==> src/rtl/aes_pkg.sv <==
// Shared constants for the AES operand loader: FSM encoding, frame headers and block geometry.
package aes_pkg;

    localparam int AES_BLOCK_BITS  = 128;
    localparam int AES_BLOCK_BYTES = 16;

    localparam logic [7:0] HDR_FULL_DEFAULT  = 8'hA5;
    localparam logic [7:0] HDR_PLAIN_DEFAULT = 8'hA6;

    localparam logic [2:0] S_IDLE      = 3'd0;
    localparam logic [2:0] S_KEY       = 3'd1;
    localparam logic [2:0] S_PLAIN     = 3'd2;
    localparam logic [2:0] S_START     = 3'd3;
    localparam logic [2:0] S_WAIT_DONE = 3'd4;

    // Bit 0 is the MSB, matching aes_top operand numbering
    typedef logic [0:AES_BLOCK_BITS-1] aes_block_t;

endpackage

==> src/rtl/aes_byte_shifter.sv <==
// 16-byte operand register; byte idx lands in bits [8*idx : 8*idx+7], byte 0 being the MSB byte.
module aes_byte_shifter
    import aes_pkg::*;
(
    input  logic       clk,
    input  logic       rst,
    input  logic       we,
    input  logic [3:0] idx,
    input  logic [7:0] data_in,
    output aes_block_t block
);

    always_ff @(posedge clk) begin
        if (rst) begin
            block <= '0;
        end else if (we) begin
            block[{idx, 3'b000} +: 8] <= data_in;
        end
    end

endmodule

==> src/rtl/aes_frame_loader.sv <==
// Assembles header-tagged UART byte frames into AES key/plaintext operands and launches aes_top.
module aes_frame_loader
    import aes_pkg::*;
#(
    parameter int         TIMEOUT_CYCLES = 10_000_000,
    parameter logic [7:0] HDR_FULL       = HDR_FULL_DEFAULT,
    parameter logic [7:0] HDR_PLAIN      = HDR_PLAIN_DEFAULT
) (
    input  logic         i_clock,
    input  logic         i_rst,
    input  logic         i_rx_valid,
    input  logic [7:0]   i_rx_byte,
    input  logic         i_aes_done,
    output logic [0:127] o_key,
    output logic [0:127] o_plain,
    output logic         o_start,
    output logic         o_busy,
    output logic         o_key_valid,
    output logic         o_err,
    output logic         o_overrun
);

    localparam int               CNT_W    = $clog2(TIMEOUT_CYCLES + 1);
    localparam logic [CNT_W-1:0] CNT_LAST = CNT_W'(TIMEOUT_CYCLES - 1);
    localparam logic [3:0]       LAST_IDX = 4'(AES_BLOCK_BYTES - 1);

    logic [2:0]       state;
    logic [3:0]       byte_idx;
    logic [CNT_W-1:0] timer;
    logic             done_prev;
    logic             key_we;
    logic             plain_we;

    assign key_we   = i_rx_valid && (state == S_KEY);
    assign plain_we = i_rx_valid && (state == S_PLAIN);

    aes_byte_shifter u_key_reg (
        .clk     (i_clock),
        .rst     (i_rst),
        .we      (key_we),
        .idx     (byte_idx),
        .data_in (i_rx_byte),
        .block   (o_key)
    );

    aes_byte_shifter u_plain_reg (
        .clk     (i_clock),
        .rst     (i_rst),
        .we      (plain_we),
        .idx     (byte_idx),
        .data_in (i_rx_byte),
        .block   (o_plain)
    );

    always_ff @(posedge i_clock) begin
        if (i_rst) begin
            state       <= S_IDLE;
            byte_idx    <= '0;
            timer       <= '0;
            done_prev   <= 1'b0;
            o_start     <= 1'b0;
            o_busy      <= 1'b0;
            o_key_valid <= 1'b0;
            o_err       <= 1'b0;
            o_overrun   <= 1'b0;
        end else begin
            o_start <= 1'b0;
            o_err   <= 1'b0;
            case (state)
                S_IDLE: begin
                    if (i_rx_valid) begin
                        if (i_rx_byte == HDR_FULL) begin
                            state    <= S_KEY;
                            byte_idx <= '0;
                            timer    <= '0;
                            o_busy   <= 1'b1;
                        end else if (i_rx_byte == HDR_PLAIN) begin
                            if (o_key_valid) begin
                                state    <= S_PLAIN;
                                byte_idx <= '0;
                                timer    <= '0;
                                o_busy   <= 1'b1;
                            end else begin
                                o_err <= 1'b1;
                            end
                        end
                    end
                end
                S_KEY, S_PLAIN: begin
                    // A byte on the expiry cycle takes priority over the timeout
                    if (i_rx_valid) begin
                        timer <= '0;
                        if (byte_idx == LAST_IDX) begin
                            byte_idx <= '0;
                            if (state == S_KEY) begin
                                o_key_valid <= 1'b1;
                                state       <= S_PLAIN;
                            end else begin
                                state   <= S_START;
                                o_start <= 1'b1;
                            end
                        end else begin
                            byte_idx <= byte_idx + 4'd1;
                        end
                    end else if (timer == CNT_LAST) begin
                        o_err  <= 1'b1;
                        state  <= S_IDLE;
                        o_busy <= 1'b0;
                        timer  <= '0;
                    end else begin
                        timer <= timer + 1'b1;
                    end
                end
                S_START: begin
                    done_prev <= i_aes_done;
                    state     <= S_WAIT_DONE;
                end
                S_WAIT_DONE: begin
                    done_prev <= i_aes_done;
                    if (i_rx_valid) begin
                        o_overrun <= 1'b1;
                    end
                    if (i_aes_done && !done_prev) begin
                        state  <= S_IDLE;
                        o_busy <= 1'b0;
                    end
                end
                default: begin
                    state  <= S_IDLE;
                    o_busy <= 1'b0;
                end
            endcase
        end
    end

endmodule

==> config.mk <==
export PLATFORM = sky130hd
export DESIGN_NAME = aes_frame_loader
export DESIGN_NICKNAME = d
export VERILOG_FILES = /design/src/rtl/aes_pkg.sv /design/src/rtl/aes_byte_shifter.sv /design/src/rtl/aes_frame_loader.sv
export SDC_FILE = /design/constraint.sdc
export NUM_CORES = 1
export LEC_CHECK = 0
export BUFFER_PORTS_ARGS = -buffer_cell sky130_fd_sc_hd__clkbuf_2
export CORE_MARGIN = 10
export CORE_UTILIZATION = 49
export DETAILED_ROUTE_END_ITERATION = 12
export PLACE_DENSITY = 0.76
export SETUP_SLACK_MARGIN = 0.15
export SYNTH_ARGS = -nofsm -noshare
export SYNTH_HDL_FRONTEND = slang
export SYNTH_HIERARCHICAL = 1
export SYNTH_SLANG_ARGS = --single-unit
==> constraint.sdc <==
create_clock -name i_clock -period 2.5 [get_ports i_clock]
set_clock_uncertainty 0.2 [all_clocks]
set_input_delay 0.625 -clock i_clock [delete_from_list [all_inputs] [get_ports i_clock]]
set_output_delay 0.625 -clock i_clock [all_outputs]
set_load 0.02 [all_outputs]
# Word level (Yosys, flattened, before mapping)
# Cells that the tools add are included.
[totals] wordCells=95 ff_bits=293 inputBits=12 out_inout_bits=261
[op_classes] n_mux=42 n_shift=2 eq_ne=17 n_reduce_logical=15 bitwise=5 add_sub_neg=3
[ops] cell="$bwmux 128" count=2
[ops] cell="$mux 24" count=6
[ops] cell="$shift 129x9->128 const A" count=1
[ops] cell="$shiftx 129x9->128" count=1
[ops] cell="$pmux 24 s2" count=1
[ops] cell="$add 24x1->24 const B" count=1
[ops] cell="$eq 24x24->1 const B" count=1
[ops] cell="$mux 3" count=8
[ops] cell="$mux 4" count=6
[ops] cell="$eq 8x8->1 const B" count=2
[ops] cell="$mux 1" count=15
[ops] cell="$ne 3x3->1 const B" count=4
[ops] cell="$pmux 3 s4" count=1
[ops] cell="$ne 2x2->1 const B" count=5
[ops] cell="$neg 8->9" count=1
[ops] cell="$not 7->8" count=1
[ops] cell="$pmux 4 s2" count=1
[ops] cell="$reduce_and 4->1" count=2
[ops] cell="$reduce_and 7->1" count=1
[ops] cell="$eq 3x2->1 const B" count=2
[ops] cell="$reduce_and 6->1" count=1
[ops] cell="$reduce_and 5->1" count=1
[ops] cell="$add 4x1->4 const B" count=1
[ops] cell="$eq 4x4->1 const B" count=1
[ops] cell="other kinds (12)" count=18

# Longest topological paths before layout
# Gate-level depths: netlist (run 1).
[logic_depth] word_depth=5 ltp_mapped=8

# Modules after synthesis
# Netlist (run 1), hierarchy kept.
[by_module_without_submodules] mod="aes_byte_shifter" area_each_um2=5123.7 n_inst=2 cells_per_inst=455
[by_module_without_submodules] mod="aes_frame_loader" area_each_um2=2047.0 n_inst=1 cells_per_inst=242

# Least setup slack after synthesis (run 1)
# No wires, ideal clock.
[synth_timing] kind="input to register" from="in i_rx_valid" to="reg u_plain_reg.block[40]" required_ns=2.178 setup_time_ns=0.122 stages=6 slack_ns=-0.091 path_buffers=1 t_arrival_ns=2.270 cell_sequence="buf_2 inv_1 nor4b_1 nor3b_4 nand3_4 mux2i_1"
[synth_via] elab_chain_len=1
[synth_rtl] element="start, declared" line_no="aes_frame_loader.sv:11" rtl="input logic i_rx_valid,"
[synth_rtl] element="$logic_and 1x1->1" line_no="aes_frame_loader.sv:35" rtl="assign plain_we = i_rx_valid && (state == S_PLAIN);"
[synth_rtl] element="net plain_we" line_no="aes_frame_loader.sv:32" rtl="logic plain_we;"
[synth_rtl] element="end signal, assigned by index" line_no="aes_byte_shifter.sv:17" rtl="block[{idx, 3'b000} +: 8] <= data_in;"
[synth_rtl] element="end, declared" line_no="aes_byte_shifter.sv:10" rtl="output aes_block_t block"
# The timed path passes the listed nets, and every way through them passes these cells.
# A chain may end at the register's enable or synchronous reset.

# Worst setup path in the final report (run 1)
[layout_timing] from="reg state[1]" to="reg state[1]"
[layout_via] elab_chain_len=4 word_cells_on_any_way=14
[layout_rtl] element="start, declared" line_no="aes_frame_loader.sv:27" rtl="logic [2:0] state;"
[layout_rtl] element="start signal, assigned" line_no="aes_frame_loader.sv:57" rtl="state <= S_IDLE;"
[layout_rtl] element="start signal, assigned" line_no="aes_frame_loader.sv:73" rtl="state <= S_KEY;"
[layout_rtl] element="start signal, assigned" line_no="aes_frame_loader.sv:79" rtl="state <= S_PLAIN;"
[layout_rtl] element="$eq 3x1->1 or $eq 3x2->1 (tied branches)" line_no="aes_frame_loader.sv:69" rtl="case (state)"
[layout_rtl] element="$reduce_or 2->1" line_no="aes_frame_loader.sv:69"
[layout_rtl] element="$ne 3x3->1 (no source line)"
[layout_rtl] element="$reduce_and 6->1 (no source line)"
# Parallel ways exist; a longest one is shown, timed or not.

==> reports/results.ini, run 1 <==
[status]
status = finished clean

[worst_setup_path]
rr_startpoint = state[1]
critical_path_arrival_ns = 2.50
path_cells = buf_4 -> xnor2_1 -> nor4_2 -> a211oi_1 -> and2_1 -> mux2_2
regToRegSetupSlack_ns = 0.24
cp.required_ns = 2.74
cp-start-kind = flip-flop
criticalPathCategory = flip-flop to flip-flop
path_max_fanout = 11
r2r-end = state[1]
slowest_delay_ns = 0.42
r2r_cells = 6
worstSetupEndpointType = flip-flop
critPathSlowestCell = dfxtp_1

[global_route]
grt_pass1_wl_mm = 52.6
grt_overflow_total = 0
grt_max_degree = 134
antenna_found_initial = 1
grt_pass1_vias = 9236
grt_usage = 0.205

[cts]
clockBufferDepth = 3
cts_tree = built
htreeDepth = 1
cts_sinks = 293
path_clk_slew_ns = 0.06
cts_setup_buffers = 0
cts_buffers = 30
cts-root-buf = clkbuf_16
worstSkewPairLatency_ns = 0.55

[synth]
synth_top_area_cell = dfxtp_1
ys_top_cells_by_area = dfxtp_1 (48%), mux2i_1 (21%), nand2b_1 (14%), clkbuf_1 (1.5%), buf_2 (1.3%)
synth_area_um2 = 12300
synth_top_family_by_area = simple AND/OR/NAND/NOR gates
synth_cell_types = 60
yosysWarnings = 6
synthesis.nets = 1166
yosysSeqAreaShare = 0.477
synthAdderAreaFrac = 0.00204
muxShareOfSynthArea = 0.209
yosys.area.top_type_share = 0.477
ys_seq_elements = 293
synthXorXnorAreaFrac = 0.0121
synth_edf_count = 0
syn_inst = 1152
synth_common_cells = dfxtp_1 (293), nand2b_1 (274), mux2i_1 (256)
avgSynthCellArea_um2 = 10.7
synth-async-reset-ratio = 0
synth-compound-area-share = 0.0386
synth-simple-area-share = 0.223
synth_ff_type = dfxtp_1
post-synth-top-count-cell = dfxtp_1

[sta]
setup_viol_count_final = 0
maxSlewViolCount = 0
tightest_slew_ns = 0.521
min_period_over_period = 0.905
relSlewSlack = 0.643
post-route-min-period_ns = 2.26
rsz0062_at_grt = yes
finalHoldViolCount = 0
fmax_mhz = 442

[die]
rows = 57
die_w_um = 178
io_pins = 273
die_area_um2 = 31800
start_util = 0.501
core_area_um2 = 24500
die_y_um = 178

[place]
place_congestion = 0.844
post-dp-hpwl_mm = 24.0
placed_cell_area_um2 = 14100
port_buffers = 272

[finish]
n_antenna_cell = 0
drive_above_1_share = 0.301
syn_to_final_growth_pct = 23.7
fin_nets = 1439
final_area_um2 = 15200

[min_path]
min_path_cells = 3
min_from = i_aes_done
hold_class = primary input to flip-flop
min_to = done_prev

[power_and_ir_drop]
p_per_area_nw_per_um2 = 680
p_total_mw = 10.3
p_leak_nw = 7.80
peakVddDrop_mv = 0.439

[drt]
ant_nets = 0
num_vias = 9236
drc_errors = 0
via_per_inst = 5.21
drtIter0Drc = 551
avgRoutedWirePerCell_um = 19.5
dr.pass1.iters = 5
drt_wl_total_mm = 34.6

[flow_run]
drv_cap = 0

-- stage by stage --
stage	util	instances	setup WS [ns]	hold WS, ns	setup TNS [ns]
after floorplan	-	1152	0.140	0.248	0
after global placement	0.577	1717	-0.0488	0.259	-0.358
after detailed placement	0.577	1717	-0.110	0.262	-6.42
after CTS	0.619	1772	0.201	0.136	0
after global routing	0.620	1772	0.0926	0.161	0
final	0.620	1772	0.238	0.154	0
-- cell usage in the layout (no fill, tap or decap), types with 7 or more instances in the layout --
master	count
nand2_2	10
a21oi_1	20
nand2_4	12
dfxtp_1	293
clkinv_2	7
nor2_1	24
nand3_1	17
clkbuf_2	271
buf_4	59
mux2i_1	256
clkbuf_16	31
nand2_1	17
xnor2_1	16
clkbuf_8	7
nand2b_1	274
-- worst max-delay path by stage --
stage	startpoint	end	depth (start not counted)
detailed placement	i_rx_valid	u_plain_reg/block[36]	6
finish	state[1]	state[1]	6
floorplan	i_rx_valid	u_plain_reg/block[40]	6
global route	timer[2]	timer[23]	5
global placement	i_rx_byte[4]	timer[5]	6
CTS	state[1]	u_plain_reg/block[34]	5
-- kinds of logic after synthesis --
group / Yosys count
simple gates: 422
flops: 293
mux: 257
buf+inv: 97
compound gates: 64
xor+xnor: 17
fa+ha+maj: 2
-- state kept, by name, indices dropped and copies added, names as in the netlist, 3 cells and up --
name               flops
timer                 24
state                  3
u_plain_reg/block    128
u_key_reg/block      128
byte_idx               4
-- critical path, delay by kind of cell (launching register included) --
family                 cells  cell delay [ns]
AND/OR/NAND/NOR            2             0.33
XOR/XNOR                   1             0.40
flip-flops                 1             0.42
buffers and inverters      1             0.21
multiplexers               1             0.33
AO/OA/AOI/OAI              1             0.27
-- layer usage --
layer,vias up,GRT usage,wire (um)
met5,-,0,13
met4,2,0.0551,644
met3,49,0.0478,2380
met2,268,0.340,16500
met1,4468,0.261,15100
li1,4449,-,-
-- final cells by class --
class                   count  area, um2
clock buffers              44        895
clock inverters            11        133
fillers                  2047       9330
inverters                   5       18.8
multi-input cells         762       6030
flip-flops and latches    293       5870
well taps                 324        405
repair buffers            333       1860
-- timing repair --
| item | in CTS | in global routing |
|---|---|---|
| hold buffers | 0 | 0 |
| gates resized for setup | 1 | 10 |
| setup endpoints to repair | 1 | 73 |
-- where the power goes --
| group | total [mW] | internal, mW | leakage, nW | switching [mW] |
|---|---|---|---|---|
| clock | 4.59 | 2.77 | 0.509 | 1.81 |
| sequential | 4.78 | 4.73 | 2.36 | 0.0568 |
| combinational | 0.977 | 0.395 | 4.93 | 0.583 |
| total | 10.3 | 7.89 | 7.80 | 2.45 |
(Power assumes the default switching activity.)
==> run 2, diff against run 1 <==
--- a/config.mk
+++ b/config.mk
@@ -6,6 +6,7 @@
 export NUM_CORES = 1
 export LEC_CHECK = 0
 export BUFFER_PORTS_ARGS = -buffer_cell sky130_fd_sc_hd__clkbuf_2
+export CORE_ASPECT_RATIO = 0.9
 export CORE_MARGIN = 10
 export CORE_UTILIZATION = 49
 export DETAILED_ROUTE_END_ITERATION = 12
==> run 2 against run 1 <==
  * Final cell count rose by 0.56%
  * Cell area fell by 0.31%
  * Core utilization barely moved
  * Die area barely moved
  * Critical path type unchanged
  * Largest cell class unchanged
  * Largest power group unchanged
==> reports/results.ini, run 2 (synthesis gave the netlist of run 1 again) <==
[drt]
ant_nets = 0
drtIter0Drc = 698
dr.pass1.iters = 5
avgRoutedWirePerCell_um = 19.5
via_per_inst = 5.20
drt_wl_total_mm = 34.8
drc_errors = 0
num_vias = 9270

[sta]
min_period_over_period = 0.897
rsz0062_at_grt = yes
post-route-min-period_ns = 2.24
maxSlewViolCount = 0
setup_slack_ns = 0.257
hold_slack_ns = 0.197
finalHoldViolCount = 0
fmax_mhz = 446
tightest_slew_ns = 0.787
setup_viol_count_final = 0
relSlewSlack = 0.474

[cts]
cts-root-buf = clkbuf_16
worstSkewPairLatency_ns = 0.55
clockBufferDepth = 3
cts_sinks = 293
cts_buffers = 30
htreeDepth = 1
path_clk_slew_ns = 0.06
cts_tree = built
cts_hold_buf = 0

[worst_setup_path]
criticalPathCategory = flip-flop to flip-flop
cp.required_ns = 2.74
critical_path_arrival_ns = 2.49
path_max_fanout = 4
worstSetupEndpointType = flip-flop
cp-start-kind = flip-flop

[die]
core_area_um2 = 24500
die_area_um2 = 31800
die_y_um = 170
rows = 54
start_util = 0.503
die_w_um = 187
io_pins = 273

[power_and_ir_drop]
swShare = 0.240
internal_power_mw = 7.75
peakVddDrop_mv = 0.477
combPwrFrac = 0.095
power_frac_clock = 0.436
p_per_area_nw_per_um2 = 673
p_total_mw = 10.2
switching_power_mw = 2.45
seqPwrFrac = 0.470
p_leak_nw = 7.77

[place]
port_buffers = 272
place_congestion = 0.892
place_ws_ns = -0.105
post-dp-hpwl_mm = 24.4

[finish]
syn_to_final_growth_pct = 23.3
drive_above_1_share = 0.295
fin_nets = 1440
final_common_cell = dfxtp_1
top_regs = u_key_reg/block: 128 flops, u_plain_reg/block: 128 flops, timer: 24 flops
utilization = 0.620
n_antenna_cell = 0
most-common-layout-cells = dfxtp_1 (293), nand2b_1 (274), clkbuf_2 (271)

[status]
status = finished clean

[global_route]
grt_max_degree = 94
grt_pass1_vias = 9417
grt_usage = 0.208
antenna_found_initial = 0
grt_pass1_wl_mm = 54.1
grt_overflow_total = 0

[min_path]
hold_class = primary input to flip-flop

[flow_run]
drv_cap = 0

-- run 2: changes by cell type in the layout (fill, tap and decap cells not counted), sizes merged --
cell    delta
clkinv     -3
buf        +1
bufinv     -1
clkbuf     +1
-- run 2: power groups by stage --
stage          Combinational (mW)  Clock [mW]  Sequential [mW]
3_3_place_gp                0.940           0             4.89
3_5_place_dp                0.951           0             4.89
5_1_grt                      1.04        4.70             4.79
2_1_floorplan               0.566           0             4.92
6_report                    0.965        4.44             4.79
4_1_cts                     0.955        4.52             4.79
-- run 2: worst max-delay path, stage by stage, from the launching register on --
cell	delay, ns
dfxtp_1	0.38
ha_1	0.19
nor4bb_2	0.32
nand3_1	0.17
o31ai_2	0.33
and2_1	0.21
mux2_2	0.33
-- run 2: worst paths after layout --
check | depth (start not counted) | to | startpoint | slack (ns)
hold reg to reg | 2 | u_plain_reg/block[78] | u_plain_reg/block[78] | 0.27
setup / recovery | 6 | state[1] | timer[0] | 0.26
hold / removal | 3 | done_prev | i_aes_done | 0.20
setup reg to reg | 6 | state[1] | timer[0] | 0.26
-- run 2: through the flow --
step	cell area (um2)	cells	TNS [ns]
floorplan	12300	1152	0
global route	15200	1782	0
finish	15200	1782	0
global placement	14200	1729	0
detailed placement	14200	1729	-0.383
CTS	15100	1781	0
-- run 2: what timing repair did --
| item | 4_1_cts | 5_1_grt |
|---|---|---|
| gates resized for setup | 0 | 5 |
| setup buffers | 0 | 1 |
| endpoints found under the setup margin | 0 | 26 |
-- run 2: cell type report --
class | instances | area (um2)
Clock inverter | 7 | 87.6
Fill cell | 2072 | 9300
Multi-Input combinational cell | 762 | 6010
Tap cell | 336 | 420
Sequential cell | 293 | 5870
Timing Repair Buffer | 334 | 1870
Inverter | 5 | 18.8
Clock buffer | 45 | 888
-- run 2: per-layer routing --
metal	up-vias	wire length, um	GRT usage
li1	4453	-	-
met1	4503	15700	0.269
met2	266	16200	0.340
met3	48	2310	0.0556
met4	0	650	0.0473
met5	-	0	0
